### config.mk
export PLATFORM = sky130hd
export DESIGN_NAME = dist_ram_reader
export DESIGN_NICKNAME = d
export VERILOG_FILES = /design/src/rtl/dist_ram_reader.sv
export SDC_FILE = /design/constraint.sdc
export NUM_CORES = 1
export LEC_CHECK = 0
export ABC_AREA = 1
export BUFFER_PORTS_ARGS = -buffer_cell sky130_fd_sc_hd__clkbuf_2
export CAP_MARGIN = 20
export CORE_AREA = 2 2 54 56
export DETAILED_ROUTE_END_ITERATION = 6
export DIE_AREA = 0 0 56 58
export PLACE_DENSITY = 0.8
export SYNTH_ARGS = -nofsm -noshare
export SYNTH_HDL_FRONTEND = slang
export SYNTH_SLANG_ARGS = --single-unit
### constraint.sdc
create_clock -name clk -period 3.9 [get_ports clk]
set_clock_uncertainty 0.1 [all_clocks]
set_input_delay 0.78 -clock clk [delete_from_list [all_inputs] [get_ports clk]]
set_output_delay 0.78 -clock clk [all_outputs]
set_load 0.02 [all_outputs]
### src/rtl/dist_ram_reader.sv
// Read sequencer that streams a burst of words out of the distributed RAM
// and registers them into a valid/ready output stage, one word per cycle.
module dist_ram_reader #(
  parameter int DATA_WIDTH    = 8,
  parameter int DATA_DEPTH    = 32,
  parameter int ADDRESS_WIDTH = 5
) (
  input  logic                     clk,
  input  logic                     rst_n,
  input  logic                     start,
  input  logic [ADDRESS_WIDTH-1:0] base_addr,
  input  logic [ADDRESS_WIDTH:0]   length,
  output logic [ADDRESS_WIDTH-1:0] ram_rd_addr,
  input  logic [DATA_WIDTH-1:0]    ram_rd_data,
  output logic [DATA_WIDTH-1:0]    out_data,
  output logic                     out_valid,
  input  logic                     out_ready,
  output logic                     busy,
  output logic                     done
);

  // state | meaning
  // IDLE  | waiting for start; zero-length requests complete here
  // FETCH | capturing one RAM word per load into the output stage
  // DRAIN | last word captured, waiting for its handshake
  typedef enum logic [1:0] {IDLE, FETCH, DRAIN} state_t;

  localparam logic [ADDRESS_WIDTH:0]   DEPTH_LEN = (ADDRESS_WIDTH+1)'(DATA_DEPTH);
  localparam logic [ADDRESS_WIDTH:0]   ONE_LEN   = (ADDRESS_WIDTH+1)'(1);
  localparam logic [ADDRESS_WIDTH-1:0] LAST_ADDR = ADDRESS_WIDTH'(DATA_DEPTH - 1);

  state_t                   state, state_nxt;
  logic [ADDRESS_WIDTH-1:0] addr_nxt;
  logic [DATA_WIDTH-1:0]    data_nxt;
  logic                     valid_nxt;
  logic                     done_nxt;
  logic [ADDRESS_WIDTH:0]   remaining, remaining_nxt;
  logic [ADDRESS_WIDTH:0]   len_clamped;
  logic                     load;
  logic                     handshake;

  assign len_clamped = (length > DEPTH_LEN) ? DEPTH_LEN : length;
  assign load        = (state == FETCH) && (!out_valid || out_ready);
  assign handshake   = out_valid && out_ready;
  assign busy        = (state != IDLE);

  always_comb begin
    state_nxt     = state;
    addr_nxt      = ram_rd_addr;
    data_nxt      = out_data;
    valid_nxt     = out_valid;
    remaining_nxt = remaining;
    done_nxt      = 1'b0;
    case (state)
      IDLE: begin
        if (start) begin
          if (len_clamped != '0) begin
            addr_nxt      = base_addr;
            remaining_nxt = len_clamped;
            state_nxt     = FETCH;
          end else begin
            done_nxt = 1'b1;
          end
        end
      end
      FETCH: begin
        if (load) begin
          data_nxt      = ram_rd_data;
          valid_nxt     = 1'b1;
          remaining_nxt = remaining - ONE_LEN;
          // Address stays on the final word so the bus is quiet while draining.
          if (remaining == ONE_LEN) begin
            state_nxt = DRAIN;
          end else begin
            addr_nxt = (ram_rd_addr == LAST_ADDR) ? '0 : ram_rd_addr + 1'b1;
          end
        end else if (handshake) begin
          valid_nxt = 1'b0;
        end
      end
      DRAIN: begin
        if (handshake) begin
          valid_nxt = 1'b0;
          done_nxt  = 1'b1;
          state_nxt = IDLE;
        end
      end
      default: state_nxt = IDLE;
    endcase
  end

  always_ff @(posedge clk or negedge rst_n) begin
    if (!rst_n) begin
      state       <= IDLE;
      ram_rd_addr <= '0;
      out_data    <= '0;
      out_valid   <= 1'b0;
      done        <= 1'b0;
      remaining   <= '0;
    end else begin
      state       <= state_nxt;
      ram_rd_addr <= addr_nxt;
      out_data    <= data_nxt;
      out_valid   <= valid_nxt;
      done        <= done_nxt;
      remaining   <= remaining_nxt;
    end
  end

endmodule

# Word-level counts from Yosys, hierarchy flattened
# Cells that the tools add are included.
# op_classes
eq_ne	10
n_lt_le_gt_ge	1
n_mux	24
n_reduce_logical	13
n_addsub	2
# ops
operator	count
2-to-1 mux 5 bit	5
2-to-1 mux 6 bit	4
case mux 6 bit (2 select lines)	1
2-to-1 mux 2 bit	5
!= test 2 bit, second input constant	5
case mux 5 bit (2 select lines)	1
AND reduction 5 bit	2
equality test 6 x 1 -> 1 bit, second input constant	1
greater-than comparator 6 bit, second input constant	1
case mux 2 bit (3 select lines)	1
nonzero test 2 bit	3
nonzero test 6 bit	1
subtractor 6 x 1 -> 6 bit, second input constant	1
adder 5 x 1 -> 5 bit, second input constant	1
equality test 5 bit, second input constant	1
2-to-1 mux 1 bit	5
case mux 1 bit (2 select lines)	2
AND reduction 4 bit	1
equality test 2 x 1 -> 1 bit, second input constant	1
equality test 2 bit, second input constant	1
logical AND 1 bit	2
logical NOT 2 bit	1
!= test 2 x 1 -> 1 bit, second input constant	1
AND reduction 2 bit	1
other kinds (2)	2
# word_totals
out_inout_bits	16
inputBits	23
reg_bits	23

# Logic depth before layout (Yosys ltp)
# logic_depth
word_depth	6
mapped_depth	10

# Worst setup path after synthesis
# Ideal clock, no wire load.
# synth_path
kind	input port to flip-flop
from	in out_ready
to	reg out_data[0]
setup_ns	0.125
cell_stages	2
t_arrival_ns	1.430
slack_ns	2.245
cell_sequence	o21ai_2 > mux2_2
# synth_via
elab_chain_len	3
# synth_rtl
element	line_no	text
from (decl)	17	input logic out_ready,
logical OR 1 bit	43	assign load = (state == FETCH) && (!out_valid || out_ready);
logical AND 1 bit	43	
AND reduction 2 bit (no source line)	--	
to (signal assigned)	103	out_data <= data_nxt;
to (decl)	15	output logic [DATA_WIDTH-1:0] out_data,
# Every way passes these cells.
# A chain may end at the register's enable or synchronous reset.

# Final worst setup path
# layout_path
from	reg state[0]
to	out busy
# layout_via
elab_chain_len	1
# layout_rtl
element	line_no	text
from (decl)	32	state_t state, state_nxt;
from (signal assigned)	101	state <= state_nxt;
nonzero test 2 bit	45	assign busy = (state != IDLE);
to (decl)	18	output logic busy,
# Every way passes these cells.

==> results.py <==
metrics = {
    "job": {
        "drv_cap": 0,
    },
    "yosys": {
        "ys_seq_area_share_pct": 41.52,
        "synth_nets": 197,
        "synthArstFlopShare_pct": 100.0,
        "yosysMostFrequentCell": "nand2_1",
        "synthCells": 167,
        "synth_edf_count": 0,
        "syn_avg_cell_area_sq_um": 8.301,
        "synth_top_area_cell": "dfrtp_1",
        "yosys_warnings": 0,
        "synth_cell_types": 27,
        "synth_area_sq_um": 1386,
        "synth_top_area_share_pct": 41.52,
        "ys.flop_type": "dfrtp_1",
        "synthTopCellsByCount": "46 x nand2_1, 23 x dfrtp_1, 18 x inv_1",
        "yosys_register_bits": 23,
        "ys_top_cells_by_area": "dfrtp_1 42%, nand2_1 12%, mux2_2 6.5%",
    },
    "critical_path": {
        "critPathTopFamily": "flip-flops",
        "worstPathArrival_ps": 1310,
        "path_cells": "inv_1 -> ha_1 -> inv_2 -> clkbuf_2",
        "cpPeakStageDelay_ps": 420,
        "cp.required_ps": 3020,
        "critPathLaunchType": "flip-flop",
        "r2r_setup_slack_ps": 1900,
        "worst_setup_path_end_kind": "output pin",
        "crit-reg2reg-launch": "state[1]",
        "criticalPathCategory": "reg2out",
        "r2r-end": "ram_rd_addr[3]",
        "cp.buffers_inverters": 3,
        "critPathMaxFanout": 4,
        "slowest_stage": "dfrtp_1",
        "rr_worst_depth": 8,
    },
    "timing": {
        "finalSetupTns_ps": 0,
        "rsz0062_at_grt": "false",
        "setup-violations-final": 0,
        "fmax_mhz": 457.1,
        "post-route-min-period_ps": 2188,
        "relSlewSlack_pct": 62.26,
        "period_share_pct": 56.09,
        "setup_ws_ps": 1712,
        "maxSlewViolCount": 0,
        "holdWs_ps": 318.1,
        "hold_viol": 0,
        "worstMarginPinSlew_ps": 566.1,
    },
    "layout": {
        "n_antenna_cell": 0,
        "fin_cells": 237,
        "layout-drive-gt1-share_pct": 30.10,
        "utilization_pct": 61.23,
        "nets": 237,
        "synthToLayoutAreaGrowth_pct": 17.60,
    },
    "cts": {
        "cts_buffer_depth": 2,
        "cts.sinks": 23,
        "post-cts-setup-buffers": 0,
        "ctsHoldBuffers": 0,
        "cts.htree.levels": 1,
        "cts_buffers": 3,
        "clock_latency_ps": 320,
        "path_clk_slew_ps": 140,
        "cts_tree": "built",
        "root_buffer": "clkbuf_4",
        "cts-resized-gates": 0,
    },
    "grt": {
        "grt_pass1_vias": 1124,
        "antenna_found_initial": 0,
        "grt_pass1_wl_mm": 4.795,
        "grt_overflow": 0,
        "track_usage_pct": 18.84,
        "grt_max_degree": 24,
    },
    "floorplan": {
        "dieArea_sq_um": 3248,
        "die-height_um": 58,
        "rows": 19,
        "boundaryPins": 39,
        "dieWidth_um": 56,
        "coreArea_sq_um": 2663,
        "start_util_pct": 52.07,
    },
    "worst_hold_path": {
        "hp-class": "in2async",
    },
    "placed_design": {
        "gp_congestion": 0.8526,
        "dpl.hpwl_mm": 2.186,
        "pre_cts_ws_ps": 1952,
        "port-buffer-count": 38,
        "dp_cells": 233,
    },
    "pwr": {
        "leakagePower_nw": 0.8750,
        "ir_drop_v": 0.0004896,
        "powerDensity_nw_per_um2": 837.7,
    },
    "detailed_routing": {
        "antenna_left": 0,
        "drt_first_pass_iters": 4,
        "routedWlPerCell_um": 11.38,
        "vias_per_cell": 5.127,
        "drtIter0Drc": 40,
        "drc": 0,
        "num_vias": 1215,
        "wl_mm": 2.697,
    },
    "outcome": {
        "status": "finished, final reports clean",
    },
}
[how the worst max path moves through the flow]
stage / start / end / slack [ps] / cells after the start
6_report: state[0] / busy / 1710 / 4
2_1_floorplan: out_ready / out_data[0] / 2240 / 2
5_1_grt: state[1] / busy / 1630 / 4
4_1_cts: state[0] / busy / 1710 / 4
3_5_place_dp: state[1] / ram_rd_addr[3] / 1950 / 8
3_3_place_gp: state[1] / ram_rd_addr[3] / 1980 / 8
[cells by family (layout without fill, tap and decap cells)]
kind of cell | Yosys count | count (layout) | share of synthesized area (%)
compound gates | 20 | 20 | 8.124
xor+xnor | 1 | 1 | 0.6319
fa+ha+maj | 7 | 7 | 6.317
buf+inv | 24 | 63 | 6.949
flops | 23 | 23 | 41.52
mux | 10 | 10 | 7.943
simple gates | 82 | 82 | 28.52
[worst reg2reg max path, stage by stage, from the launching register on]
cell	delay, ps
dfrtp_1	420
inv_1	80
ha_1	510
inv_1	320
nor2_1	200
nand2_1	60
o21ai_0	140
nand2_1	70
nand2_1	50
[power by group]
group          switching (W)  leakage, nW  internal (W)
Combinational       0.000504        0.578      0.000310
Clock              0.0000770       0.0139     0.0000392
Sequential         0.0000821        0.283      0.000354
[metal layers]
| layer | up-vias | track usage [%] | routed length, um |
|---|---|---|---|
| met5 | - | 0 | 0 |
| met4 | 0 | 3.061 | 17 |
| met3 | 2 | 4.464 | 173 |
| met2 | 37 | 34.79 | 1351 |
| met1 | 552 | 22.89 | 1154 |
| li1 | 624 | - | - |
[placed cells by master, fill, tap and decap left out, types with 2 or more instances in the layout]
cell	n
o21ai_0	6
mux2i_1	2
clkbuf_2	38
nand4_1	4
inv_2	2
o21ai_1	6
mux2_2	8
a21oi_1	4
dfrtp_1	23
clkbuf_4	3
nand2_1	46
ha_1	7
nand3_1	13
nor2_1	11
nand3_4	2
inv_1	18
[state kept, by name (all words and copies together), names as in the netlist]
register	cells
done	1
out_data	8
out_valid	1
ram_rd_addr	5
remaining	6
state	2
[area by class of cell]
class	instances	area, sq um
clock buffer	3	22.52
clock inverter	1	7.507
fill	247	1032
inverter	21	81.33
multi-input combinational	120	714.4
sequential	23	575.6
tap	31	38.79
timing repair buffer	38	190.2
[stage by stage]
stage               area (sq um)  power [W]
finish                      1630   0.001366
global route                1630   0.001502
CTS                         1630   0.001375
detailed placement          1600   0.001257
global placement            1600   0.001240
floorplan                   1386   0.001054
Note: power is estimated with default switching activity, not from simulation.
